`src/rtl/warp_sched_ctrl.sv`:
```
// Warp scheduler control: pops ready warps from the warp table and issues them to fetch,
// and arbitrates table pushes between returning warps and wspawn requests.
module warp_sched_ctrl #(
  parameter int NUM_WARPS            = 8,
  parameter int LOG2_NUM_WARPS       = 3,
  parameter int MACHINE_WIDTH        = 64,
  parameter int NUM_THREADS_PER_WARP = 8,
  parameter int LINE_WIDTH           = LOG2_NUM_WARPS + MACHINE_WIDTH + NUM_THREADS_PER_WARP
) (
  input  logic                      clk,
  input  logic                      reset,
  // warp table pop side
  output logic                      tbl_read_en,
  input  logic [LINE_WIDTH-1:0]     tbl_read_data,
  input  logic                      tbl_empty,
  // warp table push side
  output logic                      tbl_write_en,
  output logic [LINE_WIDTH-1:0]     tbl_write_data,
  input  logic                      tbl_full,
  // returning warps from the pipeline
  input  logic                      ret_valid,
  output logic                      ret_ready,
  input  logic [LINE_WIDTH-1:0]     ret_data,
  input  logic                      ret_halt,
  // wspawn requests
  input  logic                      spawn_valid,
  output logic                      spawn_ready,
  input  logic [LOG2_NUM_WARPS-1:0] spawn_id,
  input  logic [MACHINE_WIDTH-1:0]  spawn_pc,
  // issue to fetch
  output logic                      issue_valid,
  input  logic                      issue_ready,
  output logic [LINE_WIDTH-1:0]     issue_data,
  // status
  output logic [NUM_WARPS-1:0]      warp_active,
  output logic                      spawn_err,
  output logic                      all_halted
);

  typedef enum logic {
    IDLE  = 1'b0,
    ISSUE = 1'b1
  } issue_state_e;

  issue_state_e              state_q, state_d;
  logic                      issue_fresh_q;
  logic [LINE_WIDTH-1:0]     issue_hold_q;
  logic [NUM_WARPS-1:0]      warp_active_q, warp_active_d;
  logic                      spawn_err_q;
  logic                      all_halted_q;

  logic [LOG2_NUM_WARPS-1:0] ret_id;
  logic                      ret_fire, ret_push, ret_retire;
  logic                      spawn_fire, spawn_legal, spawn_push, spawn_reject;

  // ---------------------------------------------------------------------------
  // Issue FSM: IDLE pops the table head, ISSUE presents it until fetch takes it.
  // ---------------------------------------------------------------------------
  always_comb begin
    // NOTE: every output of this block gets a default first, so no path leaves a latch.
    state_d     = state_q;
    tbl_read_en = 1'b0;
    issue_valid = 1'b0;
    unique case (state_q)
      IDLE: begin
        tbl_read_en = !tbl_empty && !reset;
        if (tbl_read_en) state_d = ISSUE;
      end
      ISSUE: begin
        issue_valid = !reset;
        if (issue_ready) state_d = IDLE;
      end
      default: state_d = IDLE;
    endcase
  end

  // The table head is live on the first ISSUE cycle; later stall cycles replay the copy.
  always_comb begin
    issue_data = '0;
    if (state_q == ISSUE) issue_data = issue_fresh_q ? tbl_read_data : issue_hold_q;
  end

  always_ff @(posedge clk) begin
    // NOTE: sequential state uses non-blocking assignments so all registers update together.
    if (reset) begin
      state_q       <= IDLE;
      issue_fresh_q <= 1'b0;
    end else begin
      state_q       <= state_d;
      issue_fresh_q <= (state_q == IDLE) && (state_d == ISSUE);
    end
  end

  // NOTE: the hold register is pure datapath; issue_fresh_q/state_q qualify it, so it has no reset.
  always_ff @(posedge clk) begin
    if (issue_fresh_q) issue_hold_q <= tbl_read_data;
  end

  // ---------------------------------------------------------------------------
  // Write arbiter: one push per cycle, return path wins over spawn.
  // ---------------------------------------------------------------------------
  assign ret_id      = ret_data[LINE_WIDTH-1 -: LOG2_NUM_WARPS];

  assign ret_ready   = !reset && (ret_halt || !tbl_full);
  assign ret_fire    = ret_valid && ret_ready;
  assign ret_push    = ret_fire && !ret_halt;
  assign ret_retire  = ret_fire && ret_halt;

  // Spawn yields whenever a non-halting return wants the single push slot.
  assign spawn_ready = !reset && !tbl_full && !(ret_valid && !ret_halt);
  assign spawn_fire  = spawn_valid && spawn_ready;
  // Legality looks at the registered bitmap, before this cycle's halt clears.
  assign spawn_legal  = !warp_active_q[spawn_id];
  assign spawn_push   = spawn_fire && spawn_legal;
  assign spawn_reject = spawn_fire && !spawn_legal;

  assign tbl_write_en = ret_push || spawn_push;

  always_comb begin
    tbl_write_data = '0;
    if (ret_push)
      tbl_write_data = ret_data;
    else if (spawn_push)
      tbl_write_data = {spawn_id, spawn_pc, {NUM_THREADS_PER_WARP{1'b1}}};
  end

  always_comb begin
    warp_active_d = warp_active_q;
    if (ret_retire) warp_active_d[ret_id]   = 1'b0;
    if (spawn_push) warp_active_d[spawn_id] = 1'b1;
  end

  // After reset the table is preloaded with every warp, so all start live.
  always_ff @(posedge clk) begin
    if (reset) begin
      warp_active_q <= '1;
      spawn_err_q   <= 1'b0;
      all_halted_q  <= 1'b0;
    end else begin
      warp_active_q <= warp_active_d;
      spawn_err_q   <= spawn_reject;
      all_halted_q  <= (warp_active_q == '0) && (state_q == IDLE) && tbl_empty;
    end
  end

  assign warp_active = warp_active_q;
  assign spawn_err   = spawn_err_q;
  assign all_halted  = all_halted_q;

endmodule

```
`config.mk`:
```
export PLATFORM = sky130hd
export DESIGN_NAME = warp_sched_ctrl
export DESIGN_NICKNAME = d
export VERILOG_FILES = /design/src/rtl/warp_sched_ctrl.sv
export SDC_FILE = /design/constraint.sdc
export NUM_CORES = 1
export LEC_CHECK = 0
export ABC_CLOCK_PERIOD_IN_PS = 1740
export BUFFER_PORTS_ARGS = -buffer_cell sky130_fd_sc_hd__buf_4
export CAP_MARGIN = 20
export CORE_AREA = 2 2 151 153
export DETAILED_ROUTE_END_ITERATION = 6
export DIE_AREA = 0 0 153 155
export PLACE_DENSITY_LB_ADDON = 0.12
export SYNTH_ARGS = -nofsm -noshare
export SYNTH_HDL_FRONTEND = slang
export SYNTH_SLANG_ARGS = --single-unit
```
`constraint.sdc`:
```
create_clock -name clk -period 1.74 [get_ports clk]
set_input_delay 0.174 -clock clk [delete_from_list [all_inputs] [get_ports clk]]
set_output_delay 0.174 -clock clk [all_outputs]
set_load 0.03 [all_outputs]
```
==> impl_metrics.env <==
export IMPL_cts_made_buffers=9
export IMPL_p_comb_share_pct=38.7
export IMPL_die_height_um=155
export IMPL_netlist_top_cells_count="87 x dfxtp_1, 75 x and2_1, 75 x mux2_1"
export IMPL_cp_required_ns=1.57
export IMPL_cts_sinks=87
export IMPL_arrival_ns=1.92
export IMPL_grt_pass1_vias=5513
export IMPL_portBuffers=389
export IMPL_gp_congestion=0.857
export IMPL_status="finished with violations"
export IMPL_netSwitchingPower_mw=2.11
export IMPL_worst_setup_path_end_kind="output port"
export IMPL_multi_input_area_um2=3200
export IMPL_regToRegSetupSlack_ns=0.09
export IMPL_relSlewSlack_pct=76.1
export IMPL_async_reset_ff_share_pct=0
export IMPL_fp_coreArea_um2=22200
export IMPL_ant_nets=0
export IMPL_power_leakage_nw=4.98
export IMPL_report_final_slew_viol_count=0
export IMPL_period_share_pct=120
export IMPL_drive_above_1_share_pct=82.7
export IMPL_yosysTopAreaCell="dfxtp_1"
export IMPL_drc=0
export IMPL_fmax_mhz=477
export IMPL_synth_distinct_cells=30
export IMPL_nets=1053
export IMPL_yosysMostFrequentCell="dfxtp_1"
export IMPL_crit_type="register to output port"
export IMPL_placed_area_um2=7750
export IMPL_startpoint_type="register"
export IMPL_synth_edf_count=0
export IMPL_wl_per_cell_um=20.1
export IMPL_cts_root_buf="clkbuf_16"
export IMPL_drt_pass1_iter_count=4
export IMPL_powerDensity_nw_per_um2=724
export IMPL_vias_per_cell=4.46
export IMPL_skew_ns=0.00740
export IMPL_yosysWarningCount=0
export IMPL_grt_first_pass_wirelength_mm=32.9
export IMPL_hold_ws_ns=0.0663
export IMPL_synthCells=405
export IMPL_wl_mm=22.4
export IMPL_intPower_mw=5.18
export IMPL_place_hpwl_mm=15.4
export IMPL_tightest_slew_ns=0.354
export IMPL_path_clk_slew_ns=0.07
export IMPL_p_seq_share_pct=33.7
export IMPL_peakVddDrop_uv=419
export IMPL_worstHoldStart="tbl_read_data[25]"
export IMPL_syn_num_nets=630
export IMPL_initial_core_util_pct=19.3
export IMPL_fin_util_pct=45.3
export IMPL_setup_ws_ns=-0.356
export IMPL_ys_top_cells_by_area="dfxtp_1 41%, mux2_1 20%, a22o_1 14%"
export IMPL_violations="negative setup slack"
export IMPL_r2r_cells=7
export IMPL_finalHoldViolCount=0
export IMPL_nFillCells=2095
export IMPL_die_x_um=153
export IMPL_final_cell_area_um2=10100
export IMPL_avgSynthCellArea_um2=10.6
export IMPL_register_area_um2=1750
export IMPL_min_path_cells=2
export IMPL_dr_total_vias=4987
export IMPL_hold_end="issue_hold_q[25]"
export IMPL_clockBufferDepth=2
export IMPL_p_sw_share_pct=28.9
export IMPL_area_growth_pct=135
export IMPL_grt_total_usage_pct=18.1
export IMPL_grt_start_max_net_pins=76
export IMPL_tritoncts="built"
export IMPL_ios=390
export IMPL_ys_seq_area_share_pct=40.6
export IMPL_synth_ff_type="dfxtp_1"
export IMPL_critical_path_max_fanout=21
export IMPL_clkPwrFrac_pct=27.6
export IMPL_yosysTopAreaCellShare_pct=40.6
export IMPL_clock_latency_ns=0.34
export IMPL_report_final_setup_viol=151
export IMPL_overflow=0
export IMPL_timing_rr_start="warp_active[4]"
export IMPL_fp_row_count=55
export IMPL_antenna_found_initial=0
export IMPL_r2r_end="warp_active[2]"
export IMPL_htreeDepth=3
export IMPL_dieArea_um2=23700
export IMPL_period_minus_slack_ns=2.10
export IMPL_holdCritPathClass="input port to register"
export IMPL_netlist_area_um2=4290
export IMPL_diodes=0
export IMPL_max_cap_violations=0
export IMPL_drtIter0Drc=209
export IMPL_rsz0062_at_grt="true"
export IMPL_ys_ff_latch=87
[layer usage]
| metal | part of all wire, % | GRT usage [%] |
|---|---|---|
| met2 | 53 | 32.6 |
| met3 | 6.3 | 5.18 |
| met4 | 2.4 | 6.08 |
| met1 | 39 | 20.5 |
| met5 | 0 | 0 |
[worst max-delay path, cell delays in order, from the launching register on]
cell     delay [ns]
dfxtp_2        0.33
mux2i_2        0.19
o32ai_4        0.14
nor3_4         0.29
buf_4          0.19
buf_16         0.16
a22o_2         0.16
buf_6          0.13
[registers in the layout (all words and copies together), names as in the netlist]
| register | flops |
|---|---|
| issue_hold_q | 75 |
| warp_active | 8 |
| all_halted | 1 |
| issue_fresh_q | 1 |
| spawn_err | 1 |
| state_q | 1 |
[cells by family (layout without fill, tap and decap cells)]
kind of cell,count (synthesis),count (layout),synth area share (%)
and+or+nand+nor,99,99,14.3
AOI/OAI and AO/OA,95,95,19.1
DFF,87,87,40.6
muxes,79,79,20.6
buffers and inverters,45,472,5.45
[stage by stage]
stage | setup slack [ns] | power, mW | cells | TNS, ns
3_5_place_dp | -0.278 | 4.45 | 1070 | -16.88
3_3_place_gp | -0.266 | 4.40 | 1070 | -15.70
5_1_grt | -0.472 | 7.64 | 1117 | -40.91
4_1_cts | -0.404 | 7.37 | 1118 | -39.52
2_1_floorplan | 0.00298 | 3.48 | 405 | 0
6_report | -0.356 | 7.29 | 1117 | -28.46
[cell type report]
| type | instances | share of cell area (%) |
|---|---|---|
| well taps | 285 | 3.54 |
| multi-input cells | 273 | 31.7 |
| repair buffers | 450 | 44.0 |
| clock inverters | 5 | 0.559 |
| flip-flops and latches | 87 | 17.4 |
| clock buffers | 10 | 2.48 |
| inverters | 7 | 0.261 |
[worst max-delay path by stage]
stage / from / endpoint / slack [ns] / depth (start not counted)
4_1_cts: warp_active[4] / tbl_write_en / -0.40 / 8
6_report: warp_active[4] / tbl_write_data[24] / -0.36 / 7
3_3_place_gp: ret_valid / tbl_write_data[33] / -0.27 / 7
2_1_floorplan: reset / tbl_write_data[72] / 0.003 / 5
3_5_place_dp: ret_valid / tbl_write_data[33] / -0.28 / 7
5_1_grt: warp_active[4] / tbl_write_data[11] / -0.47 / 7
[power by group through the flow]
stage	sequential (mW)	combinational [mW]	clock, mW
after floorplan	2.46	1.03	0
after global placement	2.46	1.94	0
after detailed placement	2.48	1.97	0
after CTS	2.46	2.83	2.08
after global routing	2.49	2.98	2.16
final	2.46	2.82	2.01
[repair_timing]
action / 4_1_cts / 5_1_grt
hold buffers: 1 / 0
resized for setup: 335 / 42
endpoints found under the hold margin: 1 / 0
pin swaps: 2 / 5
cloned: 15 / 5
buffers inserted: 17 / 4
endpoints found under the setup margin: 151 / 151
[cell usage in the layout (no fill, tap or decap), types with 2 or more instances in the layout]
cell type and count:
a41o_1 6, a22o_4 38, o32a_1 4, mux2i_1 2
nor4b_1 2, a22o_1 7, nor2b_1 2, a31oi_1 4
nor2_1 7, dfxtp_2 7, and2_4 75, buf_16 10
clkinv_2 2, buf_6 155, a21o_1 9, nand2_1 2
a31o_1 2, dfxtp_1 79, mux2_4 75, nor4_1 2
a22o_2 22, buf_4 264, nor3_1 3, clkbuf_16 15
buf_12 14, inv_1 7
(Power assumes the default switching activity.)
